File: src/rtl/artemis_mcb_pkg.sv
// Shared types and constants for the Artemis MCB user-port controller.
// Optional read prefetch is enabled by defining ARTEMIS_MCB_PREFETCH_EN.
package artemis_mcb_pkg;

  localparam logic [2:0] CMD_WRITE    = 3'b000;
  localparam logic [2:0] CMD_READ     = 3'b001;
  localparam logic [2:0] CMD_WRITE_PC = 3'b010;
  localparam logic [2:0] CMD_READ_PC  = 3'b011;
  localparam logic [2:0] CMD_REFRESH  = 3'b100;

  localparam int unsigned MCB_FIFO_DEPTH = 64;
  localparam int unsigned ADDR_W  = 30;
  localparam int unsigned DATA_W  = 32;
  localparam int unsigned MASK_W  = 4;
  localparam int unsigned INSTR_W = 3;
  localparam int unsigned BL_W    = 6;
  localparam int unsigned CNT_W   = 7;
  localparam int unsigned SUM_W   = CNT_W + 1;

  typedef enum logic [2:0] {
    IDLE,
    WR_FILL,
    WR_CMD,
    RD_CMD,
    RD_DRAIN,
    FINISH,
    ERR
  } state_e;

  typedef struct packed {
    logic [INSTR_W-1:0] instr;
    logic [BL_W-1:0]    bl;
    logic [ADDR_W-1:0]  byte_addr;
  } mcb_cmd_t;

  // MCB encodes burst length as words-1
  function automatic mcb_cmd_t make_cmd(input logic [INSTR_W-1:0] instr,
                                        input logic [CNT_W-1:0]   words,
                                        input logic [ADDR_W-1:0]  byte_addr);
    mcb_cmd_t c;
    c.instr     = instr;
    c.bl        = BL_W'(words - CNT_W'(1));
    c.byte_addr = byte_addr;
    return c;
  endfunction

endpackage

File: src/rtl/artemis_mcb_port_ctrl_burst_calc.sv
// Burst sizing: min(remaining, BURST_MAX) plus the address/remaining after that burst.
module artemis_mcb_burst_calc
  import artemis_mcb_pkg::*;
#(
  parameter int unsigned BURST_MAX = 32,
  parameter int unsigned LEN_W     = 24
) (
  input  logic [LEN_W-1:0]  remaining,
  input  logic [ADDR_W-1:0] addr,
  output logic [CNT_W-1:0]  burst,
  output logic [ADDR_W-1:0] next_addr,
  output logic [LEN_W-1:0]  next_remaining
);

  always_comb begin
    burst          = (remaining < LEN_W'(BURST_MAX)) ? CNT_W'(remaining) : CNT_W'(BURST_MAX);
    next_addr      = addr + (ADDR_W'(burst) << 2);
    next_remaining = remaining - LEN_W'(burst);
  end

endmodule

File: src/rtl/artemis_mcb_port_ctrl.sv
// Upstream driver for one Artemis DDR3 MCB user port: splits word transfers into bursts.
// Define ARTEMIS_MCB_PREFETCH_EN to allow a second read burst in flight while draining.
module artemis_mcb_port_ctrl
  import artemis_mcb_pkg::*;
#(
  parameter int unsigned BURST_MAX = 32,
  parameter int unsigned LEN_W     = 24
) (
  input  logic                clk,
  input  logic                rst_n,
  input  logic                calibration_done,
  input  logic                req_wr,
  input  logic                req_rd,
  input  logic [ADDR_W-1:0]   req_addr,
  input  logic [LEN_W-1:0]    req_len,
  output logic                req_ready,
  output logic                busy,
  output logic                done,
  output logic                error,
  input  logic [DATA_W-1:0]   wr_data,
  input  logic [MASK_W-1:0]   wr_mask,
  input  logic                wr_valid,
  output logic                wr_ready,
  output logic [DATA_W-1:0]   rd_data,
  output logic                rd_valid,
  input  logic                rd_ready,
  output logic                p_cmd_en,
  output logic [INSTR_W-1:0]  p_cmd_instr,
  output logic [BL_W-1:0]     p_cmd_bl,
  output logic [ADDR_W-1:0]   p_cmd_byte_addr,
  input  logic                p_cmd_full,
  output logic                p_wr_en,
  output logic [MASK_W-1:0]   p_wr_mask,
  output logic [DATA_W-1:0]   p_wr_data,
  input  logic                p_wr_full,
  input  logic                p_wr_underrun,
  input  logic                p_wr_error,
  output logic                p_rd_en,
  input  logic [DATA_W-1:0]   p_rd_data,
  input  logic                p_rd_empty,
  input  logic                p_rd_overflow,
  input  logic                p_rd_error
);

  state_e              state, state_d;
  logic [ADDR_W-1:0]   addr, addr_d, next_addr;
  logic [LEN_W-1:0]    remaining, remaining_d, next_remaining;
  logic [CNT_W-1:0]    count, count_d, burst;
  logic                accept_c, fault_c;
  mcb_cmd_t            cmd_c;

  artemis_mcb_burst_calc #(
    .BURST_MAX (BURST_MAX),
    .LEN_W     (LEN_W)
  ) u_burst_calc (
    .remaining      (remaining),
    .addr           (addr),
    .burst          (burst),
    .next_addr      (next_addr),
    .next_remaining (next_remaining)
  );

  // Next state, datapath updates and the handshake-coupled MCB/user strobes
  always_comb begin
    state_d     = state;
    addr_d      = addr;
    remaining_d = remaining;
    count_d     = count;
    cmd_c       = '0;
    p_cmd_en    = 1'b0;
    p_wr_en     = 1'b0;
    p_wr_mask   = '0;
    p_wr_data   = '0;
    p_rd_en     = 1'b0;
    wr_ready    = 1'b0;
    rd_valid    = 1'b0;
    rd_data     = '0;
    req_ready   = (state == IDLE) && calibration_done;
    accept_c    = req_ready && (req_wr || req_rd);
    fault_c     = (state inside {WR_FILL, WR_CMD, RD_CMD, RD_DRAIN}) &&
                  (p_wr_underrun || p_wr_error || p_rd_overflow || p_rd_error ||
                   !calibration_done);

    case (state)
      IDLE: begin
        if (accept_c) begin
          addr_d      = req_addr;
          remaining_d = req_len;
          count_d     = '0;
          if (req_len == '0 || req_addr[1:0] != 2'b00) state_d = ERR;
          else if (req_wr)                             state_d = WR_FILL;
          else                                         state_d = RD_CMD;
        end
      end
      WR_FILL: begin
        wr_ready = !p_wr_full;
        if (wr_valid && !p_wr_full) begin
          p_wr_en   = 1'b1;
          p_wr_data = wr_data;
          p_wr_mask = wr_mask;
          count_d   = count + CNT_W'(1);
          if (count_d == burst) begin
            count_d = '0;
            state_d = WR_CMD;
          end
        end
      end
      WR_CMD: begin
        if (!p_cmd_full) begin
          p_cmd_en    = 1'b1;
          cmd_c       = make_cmd(CMD_WRITE, burst, addr);
          addr_d      = next_addr;
          remaining_d = next_remaining;
          state_d     = (next_remaining != '0) ? WR_FILL : FINISH;
        end
      end
      RD_CMD: begin
        if (!p_cmd_full) begin
          p_cmd_en    = 1'b1;
          cmd_c       = make_cmd(CMD_READ, burst, addr);
          addr_d      = next_addr;
          remaining_d = next_remaining;
          count_d     = count + burst;
          state_d     = RD_DRAIN;
        end
      end
      RD_DRAIN: begin
        rd_valid = !p_rd_empty;
        rd_data  = p_rd_data;
        p_rd_en  = !p_rd_empty && rd_ready;
`ifdef ARTEMIS_MCB_PREFETCH_EN
        // count holds words commanded but not yet popped
        if (remaining != '0 && !p_cmd_full &&
            (SUM_W'(count) + SUM_W'(burst)) <= SUM_W'(MCB_FIFO_DEPTH)) begin
          p_cmd_en    = 1'b1;
          cmd_c       = make_cmd(CMD_READ, burst, addr);
          addr_d      = next_addr;
          remaining_d = next_remaining;
          count_d     = count + burst;
        end
        if (p_rd_en) count_d = count_d - CNT_W'(1);
        if (count_d == '0) state_d = (remaining_d != '0) ? RD_CMD : FINISH;
`else
        if (p_rd_en) begin
          count_d = count - CNT_W'(1);
          if (count_d == '0) state_d = (remaining != '0) ? RD_CMD : FINISH;
        end
`endif
      end
      FINISH:  state_d = IDLE;
      ERR:     state_d = IDLE;
      default: state_d = IDLE;
    endcase

    // Any MCB fault or calibration loss aborts with every strobe withdrawn
    if (fault_c) begin
      state_d  = ERR;
      cmd_c    = '0;
      p_cmd_en = 1'b0;
      p_wr_en  = 1'b0;
      p_rd_en  = 1'b0;
      wr_ready = 1'b0;
      rd_valid = 1'b0;
    end

    p_cmd_instr     = cmd_c.instr;
    p_cmd_bl        = cmd_c.bl;
    p_cmd_byte_addr = cmd_c.byte_addr;
  end

  always_ff @(posedge clk or negedge rst_n) begin
    if (!rst_n) begin
      state     <= IDLE;
      addr      <= '0;
      remaining <= '0;
      count     <= '0;
      busy      <= 1'b0;
      done      <= 1'b0;
      error     <= 1'b0;
    end else begin
      state     <= state_d;
      addr      <= addr_d;
      remaining <= remaining_d;
      count     <= count_d;
      busy      <= state_d inside {WR_FILL, WR_CMD, RD_CMD, RD_DRAIN};
      done      <= state_d inside {FINISH, ERR};
      if (state_d == ERR) error <= 1'b1;
      else if (accept_c)  error <= 1'b0;
    end
  end

endmodule

File: config.mk
export PLATFORM = sky130hd
export DESIGN_NAME = artemis_mcb_port_ctrl
export DESIGN_NICKNAME = d
export VERILOG_FILES = /design/src/rtl/artemis_mcb_pkg.sv /design/src/rtl/artemis_mcb_port_ctrl_burst_calc.sv /design/src/rtl/artemis_mcb_port_ctrl.sv
export SDC_FILE = /design/constraint.sdc
export NUM_CORES = 1
export LEC_CHECK = 0
export ABC_AREA = 1
export CAP_MARGIN = 10
export CORE_UTILIZATION = 40
export DETAILED_ROUTE_END_ITERATION = 6
export PLACE_DENSITY = 0.75
export SETUP_SLACK_MARGIN = 0.2
export SYNTH_ARGS = -nofsm -noshare
export SYNTH_HDL_FRONTEND = slang
export SYNTH_SLANG_ARGS = --single-unit
File: constraint.sdc
create_clock -name clk -period 8.1 [get_ports clk]
set_clock_uncertainty 0.05 [all_clocks]
set_input_delay 0.81 -clock clk [delete_from_list [all_inputs] [get_ports clk]]
set_output_delay 0.81 -clock clk [all_outputs]
set_load 0.1 [all_outputs]
==> metrics.csv <==
stage,metric,value,unit
run_status,status,finished clean,
pwr,static leakage,0.00395,uW
synth,post-synth top area share,27.1,%
routing,drt drc,0,
hold_path,Worst Hold Path Cells,2,
synth,post-synthesis async set-or-reset flop share,100,%
floorplan,full die area,16000,sq um
global_routing,largest net degree at the start of global routing,68,
cts,clock slew at reported path FFs,0.05,ns
routing,Routed Antenna Nets,0,
routing,met2 WL,10.5,mm
floorplan,CORE AREA,15100,sq um
cts,clk buf depth,2,
job,max-cap check violation count,0,
synth,top_reg_cell synth,dfrtp_1,
routing,vias,7382,
critical_path,"Req. time, crit path",7.24,ns
cts,Post-CTS Resized,0,
critical_path,Crit Path Max Fanout,36,
global_routing,initial antenna violation count,2,
hold_path,worst hold path type,flop to flop,
sta,Final Hold Fails,0,
critical_path,CP arrival,4.55,ns
cts,worst-skew pair later-pin latency,0.33,ns
synth,most instantiated library cell after synthesis,nor2_1,
synth,Synth Register Bits,67,
sta,final worst path period need,5.41,ns
global_routing,first-pass GRT wire length,34.9,mm
cts,TritonCTS clock tree,built,
pwr,P per Cell Area,337,nW/um^2
sta,Worst-Margin Slew,1.18,ns
critical_path,Setup crit end kind,output pin,
synth,syn avg cell area,6.16,sq um
cts,H-tree levels,3,
sta,RSZ-0062 raised after global routing,false,
sta,max frequency,185,MHz
routing,met1 wire length,9.44,mm
finish,filler cell count,1471,
critical_path,worst reg2reg setup slack,3.36,ns
finish,fin util,60.1,%
synth,Synth Cell Area,6190,sq um
placement,dpl hpwl,17.1,mm
floorplan,Die Ht,126,um
global_routing,vias in the first global route,6908,
global_routing,total grt overflow,0,
cts,hold_buf cts,0,
sta,fin crit share,66.8,%
placement,port bufs,249,
floorplan,Ports,252,
sta,Final Max Slew Viols,0,
floorplan,Die Span X,126,um
routing,Routed WL per cell,15.4,um
floorplan,Initial Util,40.9,%
synth,Yosys top cell by area,dfrtp_1,
pwr,Max IR drop VDD,0.200,mV
floorplan,FP Rows,45,
synth,most frequent cells after synthesis,"nor2_1, nand2_1, inv_1",
synth,Post-Synthesis Cells,1006,
critical_path,worst reg2reg path depth,22,
synth,"EDFF count, synth",0,
cts,total CTS buffers,9,
sta,TNS Setup,0,ns
finish,share of cells above drive strength 1,3.79,%
routing,max layer used,met4,
cts,CTS sink cnt,67,
critical_path,Setup Crit Path Kind,primary input to output pin,
routing,met3 wire length,1.57,mm
finish,fin nets,1391,
sta,relative slew slack,21.0,%
finish,Area Overhead vs Synth,46.9,%
synth,register area share after synthesis,27.1,%
global_routing,GRT Total Usage,27.4,%
placement,GPL Wtd Cong,0.945,
synth,distinct cell type count after synthesis,43,
synth,Synth area leaders,"dfrtp_1, nor2_1, nand2_1",
synth,YS warnings,0,
critical_path,CP Launch Type,primary input,
cts,# Post-CTS Setup Buffers,0,
routing,Pre-antenna DRT Iters,5,
sta,Final setup viols,0,
routing,vias per std cell,5.17,
routing,1st-iter DRT viols,500,
routing,Total Wirelength,22.0,mm
cts,clk root buf,clkbuf_16,
==> area by class of cell <==
| class | instances | area, sq um | area share (%) |
|---|---|---|---|
| Antenna cell | 2 | 5.00 | 0.0550 |
| Clock buffer | 13 | 260 | 2.86 |
| Clock inverter | 2 | 35.0 | 0.385 |
| Inverter | 157 | 589 | 6.48 |
| Multi-Input combinational cell | 743 | 3750 | 41.2 |
| Sequential cell | 67 | 1680 | 18.4 |
| Tap cell | 188 | 235 | 2.59 |
| Timing Repair Buffer | 257 | 2550 | 28.0 |
==> power by group <==
group          switching, uW  internal [uW]  leakage (uW)
combinational           1450            563       0.00298
clock                    145            253      0.000146
sequential               156            496      0.000824
total                   1750           1310       0.00395
==> layout by cell type (no fill, tap or decap), types with 22 or more instances in the layout <==
cell type and instances:
a21oi_1 39, clkdlybuf4s50_1 248, dfrtp_1 67, inv_1 150
nand2_1 181, nand3_1 44, nor2_1 199, nor3_1 27
o211ai_1 22, o21ai_0 83, o22ai_1 28, xor2_1 23
==> flip-flops by register name, indices dropped and copies added (netlist names) <==
| name | flops |
|---|---|
| remaining | 24 |
| addr | 30 |
| state | 3 |
| count | 7 |
| busy | 1 |
| error | 1 |
| done | 1 |
==> worst max-delay path: stages <==
cell             delay, ns
clkdlybuf4s50_1       0.41
nor4_1                0.26
nand2_1               0.14
nand2_1               0.11
nor2_1                0.09
nor2_1                0.19
clkinv_1              0.85
nor3_1                0.49
clkdlybuf4s50_1       1.19
==> final timing paths <==
kind,startpoint,to
max,p_wr_error,p_cmd_bl[5]
min,error,error
max reg2reg,remaining[8],addr[18]
min reg2reg,error,error
max in group asynchronous,rst_n,remaining[5]
min in group asynchronous,rst_n,remaining[17]
==> logic make-up after synthesis <==
family,after synthesis,share of synthesized area (%)
other cells,2,0.121
fa+ha+maj,20,4.28
compound gates,188,17.3
simple gates,503,34.6
flops,67,27.1
mux,2,0.343
buf+inv,198,12.5
xor+xnor,26,3.68
==> layer usage <==
layer	vias up	GRT usage, %
met2	281	46.5
met1	3343	34.4
met4	0	9.50
met3	28	6.12
met5	-	0
li1	3730	-
==> stage by stage <==
| stage | instance area, sq um | std cells | hold WS (ns) | setup WS (ns) | total power, uW |
|---|---|---|---|---|---|
| final | 9100 | 1429 | 0.439 | 2.69 | 3060 |
| after global routing | 9100 | 1429 | 0.464 | 2.34 | 3290 |
| after CTS | 9090 | 1427 | 0.448 | 2.66 | 3060 |
| after detailed placement | 8800 | 1412 | 0.435 | 2.66 | 2650 |
| after global placement | 8800 | 1412 | 0.422 | 2.82 | 2630 |
| after floorplan | 6200 | 1008 | 0.455 | 1.83 | 2150 |
Note: power is estimated with default switching activity, not from simulation.
